File: src/rtl/layer_pkg.sv
// Shared types and helpers for the parallel matrix-vector layer engine.
package layer_pkg;

  typedef enum logic [2:0] {LOAD_W, LOAD_B, LOAD_X, MAC, DRAIN, OUT} state_t;

  // Accumulator wide enough for N full products plus the bias, so it can never overflow.
  function automatic int acc_width(input int t, input int n);
    return 2 * t + $clog2(n);
  endfunction

  // Clamp a sign-extended accumulator to the signed t-bit range (t <= 32).
  function automatic logic signed [31:0] sat(input logic signed [63:0] a, input int t);
    logic signed [63:0] hi;
    logic signed [63:0] lo;
    hi = (64'sd1 <<< (t - 1)) - 64'sd1;
    lo = -(64'sd1 <<< (t - 1));
    if (a > hi)
      return 32'(hi);
    else if (a < lo)
      return 32'(lo);
    else
      return 32'(a);
  endfunction

endpackage

File: src/rtl/layer_par_mvm_mac_lane.sv
// One MAC lane: private W/b banks, registered read, registered multiplier, accumulator.
module mac_lane
  import layer_pkg::*;
#(
  parameter int N  = 8,
  parameter int T  = 12,
  parameter int G  = 4,
  parameter int WA = 5,
  parameter int GW = 2
) (
  input  logic                              clk,
  input  logic                              reset,
  input  logic                              w_we,
  input  logic                              b_we,
  input  logic [WA-1:0]                     w_addr,
  input  logic [GW-1:0]                     b_addr,
  input  logic signed [T-1:0]               wdata,
  input  logic signed [T-1:0]               x_q,
  input  logic                              rd_en,
  input  logic                              first,
  output logic signed [acc_width(T,N)-1:0]  acc
);

  localparam int AW = acc_width(T, N);
  localparam int PW = 2 * T;

  logic signed [T-1:0]  w_mem [G*N];
  logic signed [T-1:0]  b_mem [G];
  logic signed [T-1:0]  w_q;
  logic signed [T-1:0]  b_q;
  logic signed [PW-1:0] prod;
  logic                 v1, f1, v2, f2;

  always_ff @(posedge clk) begin
    if (w_we)
      w_mem[w_addr] <= wdata;
    if (b_we)
      b_mem[b_addr] <= wdata;
    w_q <= w_mem[w_addr];
    b_q <= b_mem[b_addr];
  end

  // The first product of a row reloads the accumulator from the bias instead of adding.
  always_ff @(posedge clk) begin
    if (reset) begin
      v1   <= 1'b0;
      f1   <= 1'b0;
      v2   <= 1'b0;
      f2   <= 1'b0;
      prod <= '0;
      acc  <= '0;
    end else begin
      v1   <= rd_en;
      f1   <= first;
      v2   <= v1;
      f2   <= f1;
      prod <= PW'(w_q) * PW'(x_q);
      if (v2)
        acc <= (f2 ? AW'(b_q) : acc) + AW'(prod);
    end
  end

endmodule

File: src/rtl/layer_par_mvm.sv
// Fully-connected layer y = act(W*x + b) with P parallel MAC lanes and streamed W/b/x.
// Define RELU_EN for ReLU activation; otherwise the activation is identity.
module layer_par_mvm
  import layer_pkg::*;
#(
  parameter int M = 8,
  parameter int N = 8,
  parameter int T = 12,
  parameter int P = 2
) (
  input  logic                clk,
  input  logic                reset,
  input  logic                s_valid,
  output logic                s_ready,
  input  logic signed [T-1:0] data_in,
  output logic                m_valid,
  input  logic                m_ready,
  output logic signed [T-1:0] data_out
);

  localparam int G  = M / P;
  localparam int CW = (N > 1) ? $clog2(N) : 1;
  localparam int LW = (P > 1) ? $clog2(P) : 1;
  localparam int GW = (G > 1) ? $clog2(G) : 1;
  localparam int WA = (G * N > 1) ? $clog2(G * N) : 1;
  localparam int AW = acc_width(T, N);
  localparam logic [WA-1:0] N_W = WA'(N);

  state_t               state, state_nx;
  logic [CW-1:0]        col_cnt;
  logic [LW-1:0]        lane_idx;
  logic [GW-1:0]        grp_idx;
  logic                 drain_cnt;
  logic                 hs, col_last, lane_last, grp_last;
  logic [WA-1:0]        w_addr;
  logic signed [T-1:0]  x_mem [N];
  logic signed [T-1:0]  x_q;
  logic signed [AW-1:0] acc_arr [P];
  logic [LW-1:0]        sel;
  logic signed [T-1:0]  conv;

  assign s_ready   = !reset && (state == LOAD_W || state == LOAD_B || state == LOAD_X);
  assign hs        = s_valid && s_ready;
  assign col_last  = (col_cnt == CW'(N - 1));
  assign lane_last = (lane_idx == LW'(P - 1));
  assign grp_last  = (grp_idx == GW'(G - 1));
  assign w_addr    = WA'(grp_idx) * N_W + WA'(col_cnt);

  always_ff @(posedge clk) begin
    if (reset)
      state <= LOAD_W;
    else
      state <= state_nx;
  end

  always_comb begin
    state_nx = state;
    case (state)
      LOAD_W:  if (hs && col_last && lane_last && grp_last) state_nx = LOAD_B;
      LOAD_B:  if (hs && lane_last && grp_last) state_nx = LOAD_X;
      LOAD_X:  if (hs && col_last) state_nx = MAC;
      MAC:     if (col_last) state_nx = DRAIN;
      DRAIN:   if (drain_cnt) state_nx = OUT;
      OUT:     if (m_valid && m_ready && lane_last) state_nx = grp_last ? LOAD_X : MAC;
      default: state_nx = LOAD_W;
    endcase
  end

  // lane_idx doubles as the W/b lane selector while loading and the output word index in OUT.
  always_ff @(posedge clk) begin
    if (reset) begin
      col_cnt   <= '0;
      lane_idx  <= '0;
      grp_idx   <= '0;
      drain_cnt <= 1'b0;
    end else begin
      case (state)
        LOAD_W: if (hs) begin
          col_cnt <= col_last ? '0 : col_cnt + CW'(1);
          if (col_last) begin
            lane_idx <= lane_last ? '0 : lane_idx + LW'(1);
            if (lane_last)
              grp_idx <= grp_last ? '0 : grp_idx + GW'(1);
          end
        end
        LOAD_B: if (hs) begin
          lane_idx <= lane_last ? '0 : lane_idx + LW'(1);
          if (lane_last)
            grp_idx <= grp_last ? '0 : grp_idx + GW'(1);
        end
        LOAD_X: if (hs) col_cnt <= col_last ? '0 : col_cnt + CW'(1);
        MAC:    col_cnt <= col_last ? '0 : col_cnt + CW'(1);
        DRAIN:  drain_cnt <= ~drain_cnt;
        OUT: if (m_valid && m_ready) begin
          lane_idx <= lane_last ? '0 : lane_idx + LW'(1);
          if (lane_last)
            grp_idx <= grp_last ? '0 : grp_idx + GW'(1);
        end
        default: ;
      endcase
    end
  end

  always_ff @(posedge clk) begin
    if (state == LOAD_X && hs)
      x_mem[col_cnt] <= data_in;
    x_q <= x_mem[col_cnt];
  end

  for (genvar p = 0; p < P; p++) begin : g_lane
    mac_lane #(.N(N), .T(T), .G(G), .WA(WA), .GW(GW)) u_lane (
      .clk    (clk),
      .reset  (reset),
      .w_we   (state == LOAD_W && hs && lane_idx == LW'(p)),
      .b_we   (state == LOAD_B && hs && lane_idx == LW'(p)),
      .w_addr (w_addr),
      .b_addr (grp_idx),
      .wdata  (data_in),
      .x_q    (x_q),
      .rd_en  (state == MAC),
      .first  (col_cnt == '0),
      .acc    (acc_arr[p])
    );
  end

  // Picks the word to load next: lane 0 on OUT entry, then the following lane per handshake.
  always_comb begin
    sel = '0;
    if (m_valid && !lane_last)
      sel = lane_idx + LW'(1);
    conv = T'(sat(64'(acc_arr[sel]), T));
`ifdef RELU_EN
    if (conv[T-1])
      conv = '0;
`endif
  end

  always_ff @(posedge clk) begin
    if (reset) begin
      m_valid  <= 1'b0;
      data_out <= '0;
    end else if (state == OUT) begin
      if (!m_valid) begin
        m_valid  <= 1'b1;
        data_out <= conv;
      end else if (m_ready) begin
        if (lane_last)
          m_valid <= 1'b0;
        else
          data_out <= conv;
      end
    end
  end

endmodule

File: config.mk
export PLATFORM = sky130hd
export DESIGN_NAME = layer_par_mvm
export DESIGN_NICKNAME = d
export VERILOG_FILES = /design/src/rtl/layer_pkg.sv /design/src/rtl/layer_par_mvm_mac_lane.sv /design/src/rtl/layer_par_mvm.sv
export SDC_FILE = /design/constraint.sdc
export NUM_CORES = 2
export LEC_CHECK = 0
export BUFFER_PORTS_ARGS = -buffer_cell sky130_fd_sc_hd__buf_4
export CAP_MARGIN = 20
export CORE_ASPECT_RATIO = 1.25
export CORE_MARGIN = 3
export CORE_UTILIZATION = 50
export DETAILED_ROUTE_END_ITERATION = 16
export PLACE_DENSITY = 0.65
export SLEW_MARGIN = 0
export SYNTH_ARGS = -nofsm -noshare
export SYNTH_HDL_FRONTEND = slang
export SYNTH_HIERARCHICAL = 1
export SYNTH_SLANG_ARGS = --single-unit
File: constraint.sdc
create_clock -name clk -period 6.7 [get_ports clk]
set_input_delay 1.675 -clock clk [delete_from_list [all_inputs] [get_ports clk]]
set_output_delay 1.675 -clock clk [all_outputs]
set_load 0.02 [all_outputs]
==> flow_metrics.tcl <==
set metrics [dict create \
    worst-path-buf-inv 5 \
    clock_path_buffers 3 \
    p_seq_share_pct 36.0 \
    fin_crit_ns 5.904 \
    ir_worst_vdd_mv 0.4161 \
    required_ns 7.25 \
    syn_inst 3833 \
    synthTopCellsByArea "edfxtp_1 (52%), fa_1 (9.9%), mux4_2 (9.1%)" \
    drive_gt1_share_pct 14.74 \
    critPathKind "reg -> reg" \
    avgSynthCellArea_um2 14.60 \
    netlist_area_um2 55970 \
    status "finished clean" \
    cp_common_cell "inv_1" \
    via_count 31337 \
    cts_tree "yes" \
    slew_violations 0 \
    chipHeight_um 380.1 \
    sw_frac_of_total_pct 33.34 \
    grt_pass1_vias 32360 \
    async_reset_ff_share_pct 0 \
    wirelength_um 126500 \
    gr-total-overflow 0 \
    grt_pass1_wl_um 196200 \
    critPathArrivalTime_ns 6.46 \
    die_area_um2 116000 \
    final_nets 4355 \
    yosysTopAreaCellShare_pct 51.51 \
    portBuffers 29 \
    dieWidth_um 305.3 \
    yosysSeqAreaShare_pct 58.41 \
    crit_family "adder cells" \
    path_cells "nand2_1 -> fa_1 -> inv_1 -> ha_1 -> inv_1 -> fa_1 -> inv_1 -> fa_1 -> inv_1 -> fa_1 -> inv_1 -> ha_1 -> and4_1 -> and3_1 -> a21oi_1 -> o211a_1 -> o41a_1 -> xnor2_1 -> nor2_1" \
    drv_cap 0 \
    cp_max_fo 24 \
    postCtsSetupBuffers 0 \
    coreArea_um2 110600 \
    skew_ns 0.05090 \
    clock-sinks 1153 \
    clockRootBuffer "clkbuf_16" \
    p_leak_nw 22.14 \
    grt_antenna_before_repair 1 \
    setup_viol 0 \
    fmax_mhz 169.4 \
    slew_headroom_pct 27.69 \
    routabilityCongestion 0.8768 \
    ant_nets 0 \
    holdBufCountCts 0 \
    synth_edf_count 960 \
    wl_per_cell_um 23.24 \
    num_antenna_cells 0 \
    syn_to_final_growth_pct 10.36 \
    grt_usage_pct 22.09 \
    rsz0062_at_grt "no" \
    holdWs_ns 0.4377 \
    drtPass1Iterations 5 \
    io_pins 30 \
    drcViolationCount 0 \
    vias_per_cell 5.754 \
    p_sw_mw 7.497 \
    start_kind "register" \
    syn_nets 4285 \
    max_stage_delay_ns 0.90 \
    critPathSlowestCell "dfxtp_1" \
    htree_levels 3 \
    ys_seq_elements 1153 \
    power_frac_comb_pct 36.8 \
    tightestPinTransition_ns 1.085 \
    synthFlopType "edfxtp_1" \
    finalHoldViolCount 0 \
    internal_power_mw 14.99 \
    clk_pin_slew_ns 0.07 \
    dp_hpwl_um 82170 \
    grt_max_degree 100 \
    numCtsBuffers 108 \
    powerDensity_nw_per_um2 364.1 \
    min_path_type "reg -> reg" \
    ys_warn_count 6 \
    synth_area_leader_cell "edfxtp_1" \
    clk_latency_ns 0.72 \
    rows 136 \
    initial_utilization_pct 50.60 \
    ys_types 86 \
    end_kind "register" \
    post_cts_resized 0 \
    drtIter0Drc 2904 \
    setup_tns_ns 0 \
    finalCritPeriodShare_pct 88.12 \
    power_frac_clock_pct 27.1 \
]
==> cells by family after synthesis <==
group / Yosys count / synth area share, %
AOI/OAI and AO/OA: 442 / 5.383
xor gates and xnor gates: 83 / 1.299
adders and majority gates: 436 / 13.48
buffers and inverters: 553 / 3.760
DFF: 1153 / 58.41
muxes: 288 / 10.25
and+or+nand+nor: 878 / 7.418
==> power by group through the flow <==
stage / combinational (mW) / sequential (mW) / clock, mW
floorplan: 6.70 / 8.14 / 0
global placement: 8.25 / 8.25 / 0
detailed placement: 8.33 / 8.25 / 0
CTS: 8.39 / 8.09 / 6.23
global route: 9.54 / 8.11 / 6.51
finish: 8.29 / 8.10 / 6.10
==> placed cells by master (no fill, tap or decap), types with 108 or more instances in the layout <==
cell type,instances
edfxtp_1,960
ha_1,158
inv_1,371
buf_4,126
nand2_1,302
mux4_2,226
fa_1,278
nor2_1,241
dfxtp_1,188
clkbuf_16,108
==> metrics by stage <==
stage,util (%),cells,power (mW),instance area [µm²],worst slack [ns]
floorplan,-,3833,14.84,55970,1.538
global placement,52.48,5225,16.50,58040,0.8541
detailed placement,52.56,5234,16.58,58130,0.8510
CTS,55.77,5438,22.72,61690,0.8156
global route,55.84,5446,24.16,61770,0.4124
finish,55.84,5446,22.49,61770,0.7958
==> state kept, by name, indices dropped and copies added (netlist names) <==
name,flops
x_mem,96
g_lane.u_lane/f1,2
g_lane.u_lane/v1,2
state,3
grp_idx,2
g_lane.u_lane/w_mem,768
g_lane.u_lane/f2,2
lane_idx,1
g_lane.u_lane/acc,54
drain_cnt,1
g_lane.u_lane/b_mem,96
g_lane.u_lane/v2,2
g_lane.u_lane/prod,48
x_q,12
data_out,12
g_lane.u_lane/w_q,24
m_valid,1
g_lane.u_lane/b_q,24
col_cnt,3
==> path summary, 6_finish.rpt <==
path | start | endpoint | slack, ns | cells past startpoint
max | x_q[0]$_DFF_P_ | g_lane[1].u_lane/prod[23]$_SDFF_PP0_ | 0.80 | 19
min | g_lane[1].u_lane/f1$_SDFF_PP0_ | g_lane[1].u_lane/f2$_SDFF_PP0_ | 0.44 | 1
max reg2reg | x_q[0]$_DFF_P_ | g_lane[1].u_lane/prod[23]$_SDFF_PP0_ | 0.80 | 19
min reg2reg | g_lane[1].u_lane/f1$_SDFF_PP0_ | g_lane[1].u_lane/f2$_SDFF_PP0_ | 0.44 | 1
==> routing by layer <==
layer / routed length, µm / share of wire, % / track usage, % / vias to the layer above
met3: 7369 / 5.8 / 3.418 / 196
li1: - / - / - / 14088
met1: 52410 / 41 / 29.78 / 16130
met5: 0 / 0 / 0 / -
met2: 63020 / 50 / 36.91 / 923
met4: 3742 / 3.0 / 7.565 / 0
==> cell type report <==
type / instances / area [µm²]
clock buffers: 136 / 2872
clock inverters: 68 / 686.9
fillers: 8708 / 48840
inverters: 375 / 1408
multi-input cells: 2127 / 21180
flip-flops and latches: 1153 / 32710
well taps: 1449 / 1813
repair buffers: 138 / 1099
==> cells in the mapped netlist, types with 17 or more instances <==
library cell,instances
a211oi_1,25
a21oi_1,83
nand3_1,33
nor2_1,241
nor2b_1,30
nand2b_1,22
xnor2_1,55
a22oi_1,101
buf_2,17
xor2_1,28
o21ai_0,76
nand2_1,302
ha_1,158
and2_1,89
edfxtp_1,960
buf_1,25
a21o_1,37
mux2i_1,39
nor3_1,37
mux2_2,23
dfxtp_1,193
clkbuf_1,135
fa_1,278
nand4_1,38
inv_1,371
mux4_2,226
(Power assumes the default switching activity.)
